### src/rtl/mem_port_arbiter.sv
// mem_port_arbiter: shares one single-ported unified memory between the
// instruction-fetch requester and the data requester of the pipeline.
// Data wins simultaneous requests; a pending fetch is granted straight from
// DONE, so fetch waits for at most one data access.
// Optional build macro ARB_PERF_EN adds the if_wait_cnt contention counter.
module mem_port_arbiter #(
  parameter int unsigned XLEN = 32,
  parameter int unsigned LAT  = 2
) (
  input  logic            clk,
  input  logic            rst,
  input  logic            if_req,
  input  logic            d_req,
  input  logic            d_we,
  input  logic [XLEN-1:0] d_wdata,
  output logic            port_sel,
  output logic            port_en,
  output logic            port_we,
  output logic [XLEN-1:0] port_wdata,
  input  logic [XLEN-1:0] port_rdata,
  output logic [XLEN-1:0] if_rdata,
  output logic            if_valid,
  output logic [XLEN-1:0] d_rdata,
  output logic            d_valid,
`ifdef ARB_PERF_EN
  output logic [31:0]     if_wait_cnt,
`endif
  output logic            if_stall,
  output logic            d_stall
);

  localparam int unsigned   CW       = (LAT > 1) ? $clog2(LAT) : 1;
  localparam logic [CW-1:0] CNT_INIT = CW'(LAT - 1);

  typedef enum logic [1:0] {
    S_IDLE,
    S_ACCESS,
    S_DONE
  } state_e;

  state_e          state_q;
  logic            owner_q;
  logic [CW-1:0]   cnt_q;
  logic            port_sel_q;
  logic            port_en_q;
  logic            port_we_q;
  logic [XLEN-1:0] port_wdata_q;
  logic [XLEN-1:0] if_rdata_q;
  logic [XLEN-1:0] d_rdata_q;
  logic            if_valid_q;
  logic            d_valid_q;
  logic            grant_d;
  logic            winner_d;

  // Arbitration: data first from IDLE; from DONE only the non-owner may be granted.
  always_comb begin
    grant_d  = 1'b0;
    winner_d = 1'b0;
    case (state_q)
      S_IDLE: begin
        if (d_req) begin
          grant_d  = 1'b1;
          winner_d = 1'b1;
        end else if (if_req) begin
          grant_d  = 1'b1;
          winner_d = 1'b0;
        end
      end
      S_DONE: begin
        if (!owner_q && d_req) begin
          grant_d  = 1'b1;
          winner_d = 1'b1;
        end else if (owner_q && if_req) begin
          grant_d  = 1'b1;
          winner_d = 1'b0;
        end
      end
      default: begin
        grant_d  = 1'b0;
        winner_d = 1'b0;
      end
    endcase
  end

  // Access sequencer: port controls are registered at grant and dropped at the last ACCESS cycle.
  always_ff @(posedge clk or posedge rst) begin
    if (rst) begin
      state_q      <= S_IDLE;
      owner_q      <= 1'b0;
      cnt_q        <= '0;
      port_sel_q   <= 1'b0;
      port_en_q    <= 1'b0;
      port_we_q    <= 1'b0;
      port_wdata_q <= '0;
      if_rdata_q   <= '0;
      d_rdata_q    <= '0;
      if_valid_q   <= 1'b0;
      d_valid_q    <= 1'b0;
    end else begin
      if_valid_q <= 1'b0;
      d_valid_q  <= 1'b0;
      case (state_q)
        S_IDLE, S_DONE: begin
          if (grant_d) begin
            state_q      <= S_ACCESS;
            owner_q      <= winner_d;
            cnt_q        <= CNT_INIT;
            port_en_q    <= 1'b1;
            port_sel_q   <= winner_d;
            port_we_q    <= winner_d & d_we;
            port_wdata_q <= winner_d ? d_wdata : '0;
          end else begin
            state_q <= S_IDLE;
          end
        end
        S_ACCESS: begin
          if (cnt_q == '0) begin
            state_q      <= S_DONE;
            port_en_q    <= 1'b0;
            port_we_q    <= 1'b0;
            port_wdata_q <= '0;
            if (owner_q) begin
              d_rdata_q <= port_rdata;
              d_valid_q <= 1'b1;
            end else begin
              if_rdata_q <= port_rdata;
              if_valid_q <= 1'b1;
            end
          end else begin
            cnt_q <= cnt_q - CW'(1);
          end
        end
        default: state_q <= S_IDLE;
      endcase
    end
  end

`ifdef ARB_PERF_EN
  logic [31:0] if_wait_cnt_q;

  // Counts fetch cycles lost while the data side owns the port.
  always_ff @(posedge clk or posedge rst) begin
    if (rst) begin
      if_wait_cnt_q <= '0;
    end else if (if_req && owner_q && (state_q == S_ACCESS || state_q == S_DONE)) begin
      if_wait_cnt_q <= if_wait_cnt_q + 32'd1;
    end
  end

  assign if_wait_cnt = if_wait_cnt_q;
`endif

  assign port_sel   = port_sel_q;
  assign port_en    = port_en_q;
  assign port_we    = port_we_q;
  assign port_wdata = port_wdata_q;
  assign if_rdata   = if_rdata_q;
  assign d_rdata    = d_rdata_q;
  assign if_valid   = if_valid_q;
  assign d_valid    = d_valid_q;
  assign if_stall   = if_req & ~if_valid_q;
  assign d_stall    = d_req & ~d_valid_q;

endmodule

### config.mk
export PLATFORM = sky130hd
export DESIGN_NAME = mem_port_arbiter
export DESIGN_NICKNAME = d
export VERILOG_FILES = /design/src/rtl/mem_port_arbiter.sv
export SDC_FILE = /design/constraint.sdc
export NUM_CORES = 1
export LEC_CHECK = 0
export ABC_AREA = 1
export ABC_CLOCK_PERIOD_IN_PS = 3440
export BUFFER_PORTS_ARGS = -buffer_cell sky130_fd_sc_hd__buf_2
export CAP_MARGIN = 30
export CORE_ASPECT_RATIO = 0.8
export CORE_MARGIN = 2
export CORE_UTILIZATION = 25
export CTS_CLUSTER_SIZE = 16
export DETAILED_ROUTE_END_ITERATION = 16
export PLACE_DENSITY = 0.52
export RECOVER_POWER = 50
export SLEW_MARGIN = 10
export SYNTH_ARGS = -nofsm -noshare
export SYNTH_HDL_FRONTEND = slang
export SYNTH_SLANG_ARGS = --single-unit
export TNS_END_PERCENT = 5
### constraint.sdc
create_clock -name clk -period 3.44 [get_ports clk]
set_clock_uncertainty 0.15 [all_clocks]
set_input_delay 0 -clock clk [delete_from_list [all_inputs] [get_ports clk]]
set_output_delay 0 -clock clk [all_outputs]
set_load 0.005 [all_outputs]
# --- After elaboration in Yosys (flattened, before gate mapping) ---
# Cells that the tools add are included.
totals:
  regBits: 104
  in_bits: 69
  out_inout_bits: 103
  wordCells: 61
op_classes:
  n_addsub: 1
  n_eq_ne: 4
  mux: 28
  bitwise_logic: 7
  reduce_logical: 11
ops:
  columns: ["op", "n"]
  rows:
  - ["32-bit 2-to-1 mux", 3]
  - ["32-bit one-hot mux with 2 select lines", 1]
  - ["1-bit 2-to-1 mux", 17]
  - ["1-bit one-hot mux with 2 select lines", 5]
  - ["3-bit AND reduction", 3]
  - ["2-bit inequality test (second input constant)", 2]
  - ["1-bit inverter", 4]
  - ["2-bit one-hot mux with 2 select lines", 1]
  - ["2-bit AND reduction", 2]
  - ["1-bit AND", 3]
  - ["2-bit by 1-bit equality test with 1-bit output (second input constant)", 1]
  - ["2-bit equality test (second input constant)", 1]
  - ["1-bit logical AND", 2]
  - ["2-bit logical NOT", 1]
  - ["2-bit 2-to-1 mux", 1]
  - ["2-bit nonzero test", 1]
  - ["2-bit OR reduction", 1]
  - ["1-bit logical NOT", 1]
  - ["1-bit subtractor (second input constant)", 1]

# --- Longest topological paths before layout ---
depth:
  ltp_word: 7
  mapped_depth: 7
  depth_no_buf: 6

# --- Worst setup path after synthesis ---
# Ideal clock, no wire load.
synth_timing:
  path_type: "register to register"
  from: "register state_q[1]"
  to: "register d_rdata_q[10] (netlist: d_rdata[10])"
  setup_time_ps: 118
  arrival_time_ps: 1040
  t_required_ps: 3172
  setup_slack_ps: 2132
  stages_incl_launch_ff: 7
  path_buffers: 2
  period_less_slack_ps: 1308
  path_cell_list: "dfrtp_1 nor2_4 nand3_2 buf_6 buf_4 nand2_1 o21ai_2"
synth_via:
  elab_chain_cells: 2
synth_lines:
  columns: ["element", "line", "text"]
  rows:
  - ["start, declared", "41", "state_e state_q;"]
  - ["start signal, assigned", "88", "state_q <= S_IDLE;"]
  - ["start signal, assigned", "105", "state_q <= S_ACCESS;"]
  - ["start signal, assigned", "113", "state_q <= S_IDLE;"]
  - ["2-bit by 1-bit equality test with 1-bit output", "102", "case (state_q)"]
  - ["3-bit AND reduction (no line)", null, null]
  - ["end signal, assigned", "123", "d_rdata_q <= port_rdata;"]
  - ["end, declared", "49", "logic [XLEN-1:0] d_rdata_q;"]
# No other way between the ends.
# A chain may end at the register's enable or synchronous reset.

# --- Worst setup path in the final report ---
layout_timing:
  from: "register state_q[1]"
  to: "register port_wdata_q[3] (netlist: port_wdata[3])"
layout_via:
  elab_chain_cells: 5
  word_cells_on_any_way: 13
  cone_classes: "eq/ne (4); mux (5); reduce/logical (4)"
layout_lines:
  columns: ["element", "line", "text"]
  rows:
  - ["2-bit equality test or 2-bit logical NOT (tied branches)", "59, 102", null]
  - ["1-bit one-hot mux with 2 select lines", "59", "case (state_q)"]
  - ["32-bit 2-to-1 mux", "111", "port_wdata_q <= winner_d ? d_wdata : '0;"]
  - ["32-bit 2-to-1 mux", "104", "if (grant_d) begin"]
  - ["32-bit one-hot mux with 2 select lines", "102", null]
  - ["end signal, assigned", "111", null]
  - ["end, declared", "47", "logic [XLEN-1:0] port_wdata_q;"]
# Parallel ways exist; a longest one is shown, timed or not. The select of a mux whose other input is x is not followed.

==> impl_metrics.toml <==
[logic_synthesis]
synth-compound-area-share_pct = 9.659
synthFlopType = "dfrtp_1"
synth_top_area_share_pct = 62.78
synth_top_family_by_area = "simple AND/OR/NAND/NOR gates"
yosysUniqueCellTypes = 16
netlist_area_mm2 = 0.004145
syn-num-nets = 489
ys_seq_area_share_pct = 62.78
synth-xor-area-share_pct = 0
synth_commonest_cells = "138 x nand2_1, 104 x dfrtp_1, 42 x inv_1"
synth_edf_count = 0
synthCells = 420
netlist_top_cells_area = "dfrtp_1 63%, nand2_1 12%, nand4_1 5.0%"
ys_ff_latch = 104
avgSynthCellArea_um2 = 9.870
muxShareOfSynthArea_pct = 0
async_flop_share_pct = 100.0
synth.most_common_cell = "nand2_1"
yosys.area.top_type = "dfrtp_1"
yosys.area_share.simple_pct = 19.05
synth-adder-area-share_pct = 0
yosys_warnings = 0

[power]
pwr_density_cell_mw_per_mm2 = 853.7
leakage_nw = 3.173
ir_drop_mv = 0.2172

[job]
cap_violations = 2

[outcome]
outcome = "finished, violations left"
failed_checks = "capacitance limit, slew limit"

[placed_design]
post_dp_cell_area_mm2 = 0.005136
gp_congestion = 0.6899
port_buffers = 171
place_ws_ns = 1.204
dp_hpwl_um = 7594

[clock_network]
path_clk_slew_ns = 0.07
cts_tree = "yes"
clkSinkCount = 104
cts_root_buf = "clkbuf_16"
cts_buffers = 9
cts_resized = 0
cts_max_path_buffers = 2
postCtsSetupBuffers = 0
clkLatencyLatePin_ns = 0.35
hold_buffers = 66
h-tree-depth = 3

[detailed_routing]
ant_nets = 0
vias = 3685
post_drt_wl_per_cell_um = 13.38
drc = 0
firstDrtPassIters = 4
drt_iter0_markers = 179
wl_um = 11670
viasPerCell = 4.226

[global_route]
grt_pass1_wl_um = 18490
grt_usage_pct = 13.30
grt_max_degree = 66
grt_pass1_vias = 3720
gr-total-overflow = 0
antenna_found_initial = 0

[worst_hold_path]
min_from = "d_req"
min_path_type = "primary input to output pin"

[setup_path]
crit_start = "state_q[1]"
path_max_fanout = 36
worst-setup-path-type = "flop to flop"
cp_cell_sequence = "nand2_1 -> nand3_2 -> inv_2 -> nand2_1 -> nand2_1"
max_stage_delay_ns = 0.75
critPathArrivalTime_ns = 2.44
cp_slowest_cell = "inv_2"
timing.rr.start = "state_q[1]"
cp-end-kind = "flop"
crit_required_ns = 3.57
cp-start-kind = "flop"
cp_common_cell = "nand2_1"

[die]
die_h_um = 119.2
core_mm2 = 0.01640
pin_count = 172
die_w_um = 148.0
std_cell_rows = 42
die_area_mm2 = 0.01763
initial_utilization_pct = 25.28

[sta]
fmax_mhz = 432.9
period_needed_ns = 2.310
final-setup-viol-count = 0
setup_ws_ns = 1.130
min_period_over_period_pct = 67.16
drv_slew = 73
fin_setup_tns_ns = 0
slew-limit-headroom_pct = -9.114
rsz0062_at_grt = "no"
tightest_slew_ns = 1.628
hold_viol = 0

[layout]
fin_util_pct = 36.87
area_delta_synth_final_pct = 45.85
final_area_mm2 = 0.006046
final.fill_count = 1693
antennaDiodeCount = 0
drive_gt1_share_pct = 25.31
layout.nets = 717
[kinds of logic (layout without fill, tap and decap cells)]
family | Yosys count | count (layout)
buffers and inverters | 70 | 302
AOI/OAI and AO/OA | 65 | 65
DFF | 104 | 104
and+or+nand+nor | 181 | 181
[worst max-delay path: cells and delay by family (launching register included)]
| kind | cells | cell delay, ns |
|---|---|---|
| buf+inv | 1 | 0.75 |
| flops | 1 | 0.43 |
| simple gates | 4 | 0.90 |
[cell type report]
class	count	area [um2]	share of cell area [%]
clock buffer	12	256.5	4.243
sequential	104	2603	43.05
tap	220	275.3	4.553
timing repair buffer	243	1490	24.65
clock inverter	3	65.06	1.076
multi-input combinational	246	1190	19.68
inverter	44	166.4	2.752
[power by group]
group | switching (W) | internal, W
Combinational | 0.00112 | 0.000770
Sequential | 0.000338 | 0.00182
Clock | 0.000439 | 0.000673
[cells in the final DEF (no fill, tap or decap), types with 3 or more instances in the layout]
cell           instances
nand2_1              138
nor2_1                 5
nand4_1               33
dlygate4sd3_1         66
buf_2                118
inv_1                 41
o21ai_2               20
clkbuf_16              9
o21ai_1               37
o21ai_0                8
nand3_2                3
buf_4                  4
clkbuf_1              54
dfrtp_1              104
[worst paths after layout]
kind	endpoint	slack [ns]	cells past startpoint
worst max-delay path	port_wdata[3]	1.13	5
worst min-delay path	d_stall	0.14	4
worst max register to register	port_wdata[3]	1.13	5
worst min register to register	if_rdata[12]	0.33	2
max in group asynchronous	d_rdata[2]	1.18	4
min in group asynchronous	port_wdata[24]	0.43	3
[layer usage]
metal / routed length, um / part of all wire [%] / global-route usage, %
met5: 0 / 0 / 0
met4: 256 / 2.2 / 5.119
met3: 596 / 5.1 / 4.138
met2: 5837 / 50 / 22.02
met1: 4974 / 43 / 16.24
[through the flow]
| stage | hold WS (ns) | total power, W | std cells |
|---|---|---|---|
| after floorplan | -0.08306 | 0.003283 | 420 |
| final | 0.1406 | 0.005161 | 872 |
| after global placement | -0.09603 | 0.004058 | 791 |
| after detailed placement | -0.09226 | 0.004109 | 791 |
| after CTS | 0.07342 | 0.005303 | 872 |
| after global routing | 0.1732 | 0.005572 | 872 |
[sequential cells by signal (all words and copies together) (netlist names)]
name and count:
port_sel 1, d_valid 1, if_rdata 32, if_valid 1, d_rdata 32, port_wdata 32, cnt_q 1, port_en 1
state_q 2, port_we 1
Note: power is estimated with default switching activity, not from simulation.
